### config.mk
export PLATFORM = sky130hd
export DESIGN_NAME = sobel_serial_rx_flat
export DESIGN_NICKNAME = d
export VERILOG_FILES = /design/src/rtl/sobel_serial_rx_pkg.sv /design/src/rtl/sobel_serial_rx_if.sv /design/src/rtl/sobel_serial_rx_sr.sv /design/src/rtl/sobel_serial_rx.sv /design/src/flat_wrapper.sv
export SDC_FILE = /design/constraint.sdc
export NUM_CORES = 1
export LEC_CHECK = 0
export ABC_AREA = 1
export CAP_MARGIN = 20
export CORE_ASPECT_RATIO = 0.8
export CORE_MARGIN = 3
export CORE_UTILIZATION = 50
export CTS_BUF_LIST = sky130_fd_sc_hd__clkbuf_4 sky130_fd_sc_hd__clkbuf_8 sky130_fd_sc_hd__clkbuf_16
export CTS_CLUSTER_DIAMETER = 40
export CTS_CLUSTER_SIZE = 28
export DETAILED_ROUTE_END_ITERATION = 10
export PLACE_DENSITY = 0.81
export SLEW_MARGIN = 10
export SYNTH_ARGS = -nofsm -noshare
export SYNTH_HDL_FRONTEND = slang
export SYNTH_SLANG_ARGS = --single-unit
### constraint.sdc
create_clock -name clk -period 2.2 [get_ports clk]
set_input_delay 0.44 -clock clk [delete_from_list [all_inputs] [get_ports clk]]
set_output_delay 0.44 -clock clk [all_outputs]
set_load 0.01 [all_outputs]
### src/rtl/sobel_serial_rx_pkg.sv
// Shared types and default parameters for the Sobel serial receiver front end.
package sobel_rx_pkg;

    localparam int CLKS_PER_BIT_DEF = 16;
    localparam int DATA_BITS_DEF    = 8;

    typedef enum logic [2:0] {
        IDLE,
        START,
        DATA,
        STOP,
        WAIT_IDLE
    } rx_state_t;

endpackage

### src/rtl/sobel_serial_rx_if.sv
// Byte delivery handshake between the serial receiver and the downstream pixel buffer.
interface sobel_serial_rx_if
    import sobel_rx_pkg::*;
#(
    parameter int DATA_BITS = DATA_BITS_DEF
);
    logic [DATA_BITS-1:0] rx_data;
    logic                 rx_valid;
    logic                 rx_ready;

    modport master (output rx_data, output rx_valid, input rx_ready);
    modport slave  (input rx_data, input rx_valid, output rx_ready);
endinterface

### src/rtl/sobel_serial_rx_sr.sv
// Flexible serial-to-parallel shift register; SHIFT_MSB=0 shifts toward bit 0 (LSB-first framing).
module flex_stp_sr
    import sobel_rx_pkg::*;
#(
    parameter int NUM_BITS  = DATA_BITS_DEF,
    parameter bit SHIFT_MSB = 1'b1
) (
    input  logic                clk,
    input  logic                n_rst,
    input  logic                shift_enable,
    input  logic                serial_in,
    output logic [NUM_BITS-1:0] parallel_out
);
    logic [NUM_BITS-1:0] shift_reg;
    logic [NUM_BITS-1:0] shift_next;

    genvar gi;
    generate
        for (gi = 0; gi < NUM_BITS; gi++) begin : g_bit
            if (SHIFT_MSB) begin : g_to_msb
                if (gi == 0) begin : g_in
                    assign shift_next[gi] = serial_in;
                end else begin : g_mid
                    assign shift_next[gi] = shift_reg[gi-1];
                end
            end else begin : g_to_lsb
                if (gi == NUM_BITS - 1) begin : g_in
                    assign shift_next[gi] = serial_in;
                end else begin : g_mid
                    assign shift_next[gi] = shift_reg[gi+1];
                end
            end
        end
    endgenerate

    always_ff @(posedge clk or negedge n_rst) begin
        if (!n_rst) begin
            shift_reg <= '1;
        end else if (shift_enable) begin
            shift_reg <= shift_next;
        end
    end

    assign parallel_out = shift_reg;

endmodule

### src/rtl/sobel_serial_rx.sv
// UART-style receiver: start detection, mid-bit sampling, stop check, and a
// valid/ready byte register with sticky framing/overrun flags.
module sobel_serial_rx
    import sobel_rx_pkg::*;
#(
    parameter int CLKS_PER_BIT = CLKS_PER_BIT_DEF,
    parameter int DATA_BITS    = DATA_BITS_DEF
) (
    input  logic              clk,
    input  logic              n_rst,
    input  logic              serial_in,
    input  logic              clear_err,
    sobel_serial_rx_if.master rx_bus,
    output logic              framing_error,
    output logic              overrun_error
);
    localparam int CNT_W = $clog2(CLKS_PER_BIT);
    localparam int BIT_W = $clog2(DATA_BITS + 1);
    localparam logic [CNT_W-1:0] CNT_HALF = CNT_W'(CLKS_PER_BIT / 2 - 1);
    localparam logic [CNT_W-1:0] CNT_LAST = CNT_W'(CLKS_PER_BIT - 1);
    localparam logic [BIT_W-1:0] BIT_LAST = BIT_W'(DATA_BITS - 1);

    logic                 sync1_reg;
    logic                 rx_s_reg;
    rx_state_t            state_reg,   state_next;
    logic [CNT_W-1:0]     clk_cnt_reg, clk_cnt_next;
    logic [BIT_W-1:0]     bit_cnt_reg, bit_cnt_next;
    logic [DATA_BITS-1:0] rx_data_reg;
    logic                 rx_valid_reg;
    logic                 framing_error_reg;
    logic                 overrun_error_reg;

    logic                 shift_enable;
    logic                 load_byte;
    logic                 stop_bad;
    logic [DATA_BITS-1:0] parallel_out;

    flex_stp_sr #(
        .NUM_BITS  (DATA_BITS),
        .SHIFT_MSB (1'b0)
    ) u_sr (
        .clk          (clk),
        .n_rst        (n_rst),
        .shift_enable (shift_enable),
        .serial_in    (rx_s_reg),
        .parallel_out (parallel_out)
    );

    always_ff @(posedge clk or negedge n_rst) begin
        if (!n_rst) begin
            sync1_reg <= 1'b1;
            rx_s_reg  <= 1'b1;
        end else begin
            sync1_reg <= serial_in;
            rx_s_reg  <= sync1_reg;
        end
    end

    always_ff @(posedge clk or negedge n_rst) begin
        if (!n_rst) begin
            state_reg   <= IDLE;
            clk_cnt_reg <= '0;
            bit_cnt_reg <= '0;
        end else begin
            state_reg   <= state_next;
            clk_cnt_reg <= clk_cnt_next;
            bit_cnt_reg <= bit_cnt_next;
        end
    end

    always_comb begin
        state_next   = state_reg;
        clk_cnt_next = clk_cnt_reg + 1'b1;
        bit_cnt_next = bit_cnt_reg;
        case (state_reg)
            IDLE: begin
                clk_cnt_next = '0;
                if (!rx_s_reg) state_next = START;
            end
            START: begin
                if (clk_cnt_reg == CNT_HALF) begin
                    clk_cnt_next = '0;
                    bit_cnt_next = '0;
                    state_next   = rx_s_reg ? IDLE : DATA;
                end
            end
            DATA: begin
                if (clk_cnt_reg == CNT_LAST) begin
                    clk_cnt_next = '0;
                    bit_cnt_next = bit_cnt_reg + 1'b1;
                    if (bit_cnt_reg == BIT_LAST) state_next = STOP;
                end
            end
            STOP: begin
                if (clk_cnt_reg == CNT_LAST) begin
                    clk_cnt_next = '0;
                    state_next   = rx_s_reg ? IDLE : WAIT_IDLE;
                end
            end
            WAIT_IDLE: begin
                // Hold off until the line idles so a stuck-low line cannot retrigger.
                clk_cnt_next = '0;
                if (rx_s_reg) state_next = IDLE;
            end
            default: begin
                clk_cnt_next = '0;
                state_next   = IDLE;
            end
        endcase
    end

    always_comb begin
        shift_enable = (state_reg == DATA) && (clk_cnt_reg == CNT_LAST);
        load_byte    = (state_reg == STOP) && (clk_cnt_reg == CNT_LAST) && rx_s_reg;
        stop_bad     = (state_reg == STOP) && (clk_cnt_reg == CNT_LAST) && !rx_s_reg;
    end

    always_ff @(posedge clk or negedge n_rst) begin
        if (!n_rst) begin
            rx_data_reg       <= '0;
            rx_valid_reg      <= 1'b0;
            framing_error_reg <= 1'b0;
            overrun_error_reg <= 1'b0;
        end else begin
            if (load_byte) begin
                rx_data_reg  <= parallel_out;
                rx_valid_reg <= 1'b1;
            end else if (rx_valid_reg && rx_bus.rx_ready) begin
                rx_valid_reg <= 1'b0;
            end
            // A new error event takes priority over a coincident clear.
            framing_error_reg <= stop_bad || (framing_error_reg && !clear_err);
            overrun_error_reg <= (load_byte && rx_valid_reg && !rx_bus.rx_ready)
                              || (overrun_error_reg && !clear_err);
        end
    end

    assign rx_bus.rx_data  = rx_data_reg;
    assign rx_bus.rx_valid = rx_valid_reg;
    assign framing_error   = framing_error_reg;
    assign overrun_error   = overrun_error_reg;

endmodule

### src/flat_wrapper.sv
// flat-port wrapper written by rule: the top's interface ports become plain ports
module sobel_serial_rx_flat import sobel_rx_pkg::*;
#(
    parameter int CLKS_PER_BIT = CLKS_PER_BIT_DEF,
    parameter int DATA_BITS    = DATA_BITS_DEF
)
  (clk, n_rst, serial_in, clear_err, framing_error, overrun_error, rx_bus_rx_data, rx_bus_rx_valid, rx_bus_rx_ready);
  sobel_serial_rx_if #(.DATA_BITS(DATA_BITS)) rx_bus_i ();
  input  logic clk;
  input  logic n_rst;
  input  logic serial_in;
  input  logic clear_err;
  output logic framing_error;
  output logic overrun_error;
  output wire logic [$bits(rx_bus_i.rx_data)-1:0] rx_bus_rx_data;
  output wire logic [$bits(rx_bus_i.rx_valid)-1:0] rx_bus_rx_valid;
  input wire logic [$bits(rx_bus_i.rx_ready)-1:0] rx_bus_rx_ready;
  assign rx_bus_rx_data = rx_bus_i.rx_data;
  assign rx_bus_rx_valid = rx_bus_i.rx_valid;
  assign rx_bus_i.rx_ready = rx_bus_rx_ready;
  sobel_serial_rx #(.CLKS_PER_BIT(CLKS_PER_BIT), .DATA_BITS(DATA_BITS)) u_core (.clk(clk), .n_rst(n_rst), .serial_in(serial_in), .clear_err(clear_err), .rx_bus(rx_bus_i), .framing_error(framing_error), .overrun_error(overrun_error));
endmodule
==> metrics.cfg <==
[power_and_ir_drop]
seqPwrFrac_pct=48.5
powerDensity_nw_per_um2=846
clock_power_share_pct=30.9
p_int_uw=987
switching_share_pct=31.1
power_frac_comb_pct=20.6
p_leak_uw=0.000759
p_sw_uw=445
ir_drop_uv=633

[global_routing]
grt-ovfl-total=0
grt_max_degree=33
grt_pass1_vias=997
grt_usage_pct=17.2
antenna_found_initial=0
grt_pass1_wl_um=4400

[floorplanning]
die_area_um2=3550
die_w_um=65.9
start_util_pct=55.5
core.rowCount=16
die-height_um=53.9
io_pins=16
core_area_um2=2580

[timing]
slew_headroom_pct=73.6
tns_ns=0
hold_ws_ns=0.364
setup_viol=0
fmax_mhz=596
fin_crit_sh_pct=76.3
period_needed_ns=1.68
skew_ns=0.0110
slew_violations=0
rsz0062_at_grt=false
worstMarginPinSlew_ns=0.395
hold_viol=0

[cts]
postCtsSetupRepairBufs=0
cts_resized=0
hold_buffers=0
tritoncts=built
path_clk_slew_ns=0.10
cts.sinks=32
numCtsBuffers=5
root_buffer=clkbuf_4
htreeDepth=2
clock_latency_ns=0.33
clockBufferDepth=2

[drt]
via_count=1044
routed_wl_um=2510
drc=0
first_iter_violations=44
routedWlPerCell_um=11.9
first_pass_iters=4
post_drt_via_cell_ratio=4.95
postRouteAntennaNets=0

[worst_setup_path]
path_class=flip-flop to output pin
critPathArrivalTime_ns=1.24
worstSetupEndpointType=output pin
max_stage_delay_ns=0.54
cp_max_fo=2
critPathTopFamily=buffers and inverters
crit_buf_inv=1
cp_cell_sequence=clkdlybuf4s50_1
cp_slowest_cell=clkdlybuf4s50_1
startpoint_type=flip-flop
crit_required_ns=1.76

[synth]
synth_area_per_cell_um2=9.37
synth_area_leaders=dfrtp_1, dfstp_2, nand2_1, inv_1, o21ai_0
yosysSeqAreaShare_pct=56.7
synth_top_area_share_pct=38.4
ys_ff_latch=32
syn_area_um2=1430
yosysTopAreaCell=dfrtp_1
syn-num-nets=160
yosysWarnings=0
synth_cell_type_count=22
syn_inst=153

[layout]
final_common_cell=nand2_1
stdcell_count=211
fin_nets=181
final_cell_mix=nand2_1, dfrtp_1, inv_1, clkdlybuf4s50_1, o21ai_0
drive_above_1_share_pct=20.6
diodes=0
syn_to_final_growth_pct=18.1

[placed_design]
hpwl_um=1830
placed_cells=203
port_buffers=15
gp_congestion=0.778

[status]
outcome=complete, no violations

[job]
maxCapViolations=0

[min_path]
min_path_type=flip-flop to flip-flop

[cells in the mapped netlist]
cell type	number
dfrtp_1	22
nand3_1	8
nor2_1	10
buf_6	2
nand3_2	2
or2_2	1
nand2_2	3
o21ai_1	2
dfstp_2	10
inv_1	21
o21ai_2	8
o22ai_2	1
nor2_4	1
nor3_1	1
nand3b_1	1
a21oi_1	1
xor2_1	1
o21bai_1	2
nand2_1	39
ha_1	2
nor3_2	1
o21ai_0	14
[final timing paths]
check                                                      from                              endpoint  slack [ns]  depth (start not counted)
max                        u_core.rx_bus.rx_data[5]$_DFFE_PN0P_                     rx_bus_rx_data[5]        0.52                          1
min                                  u_core.sync1_reg$_DFF_PN1_             u_core.rx_s_reg$_DFF_PN1_        0.36                          0
max reg2reg                     u_core.clk_cnt_reg[0]$_DFF_PN0_  u_core.rx_bus.rx_data[7]$_DFFE_PN0P_        0.63                          6
min reg2reg                          u_core.sync1_reg$_DFF_PN1_             u_core.rx_s_reg$_DFF_PN1_        0.36                          0
max in group asynchronous                                 n_rst             u_core.rx_s_reg$_DFF_PN1_        1.39                          2
min in group asynchronous                                 n_rst     u_core.bit_cnt_reg[2]$_DFFE_PN0P_        0.49                          2
[per-stage QoR]
step | util (%) | instance area (µm²) | total power, µW | worst slack, ns
after floorplan | - | 1430 | 919 | 0.910
after detailed placement | 62.5 | 1610 | 997 | 0.623
after global routing | 65.6 | 1690 | 1520 | 0.445
after global placement | 62.5 | 1610 | 983 | 0.741
final | 65.6 | 1690 | 1430 | 0.521
after CTS | 65.6 | 1690 | 1440 | 0.503
[cell families (layout without fill, tap and decap cells)]
kind of cell               count (synthesis)  in the layout  synth area share, %
and+or+nand+nor                           67             67                 21.1
DFF                                       32             32                 56.7
xor gates and xnor gates                   1              1                0.611
adders and majority gates                  2              2                 1.74
AOI/OAI and AO/OA                         28             28                 12.7
buffers and inverters                     23             45                 7.07
[cell type report]
class	instances	area [µm²]
Multi-Input combinational cell	98	519
Tap cell	36	45.0
Inverter	21	78.8
Clock buffer	6	45.0
Clock inverter	2	35.0
Timing Repair Buffer	16	158
Sequential cell	32	813
Fill cell	198	888
[worst reg2reg max path, delay by kind of cell (launching register included)]
| kind | cells | cell delay [ns] |
|---|---|---|
| adders and majority gates | 1 | 0.22 |
| DFF | 1 | 0.37 |
| AOI/OAI and AO/OA | 1 | 0.07 |
| and+or+nand+nor | 4 | 0.81 |
[power by group through the flow]
stage / clock (µW) / sequential, µW / combinational (µW)
after global placement: 0 / 699 / 284
after global routing: 480 / 700 / 339
after floorplan: 0 / 689 / 230
final: 443 / 695 / 294
after CTS: 452 / 692 / 295
after detailed placement: 0 / 703 / 294
[routing by layer]
metal | track usage, % | wire, µm | vias up
met1 | 20.8 | 1170 | 493
met4 | 6.90 | 38 | 0
li1 | - | - | 525
met5 | 0 | 0 | -
met3 | 7.72 | 144 | 5
met2 | 27.0 | 1150 | 21
Power figures use the tool's default switching activity.
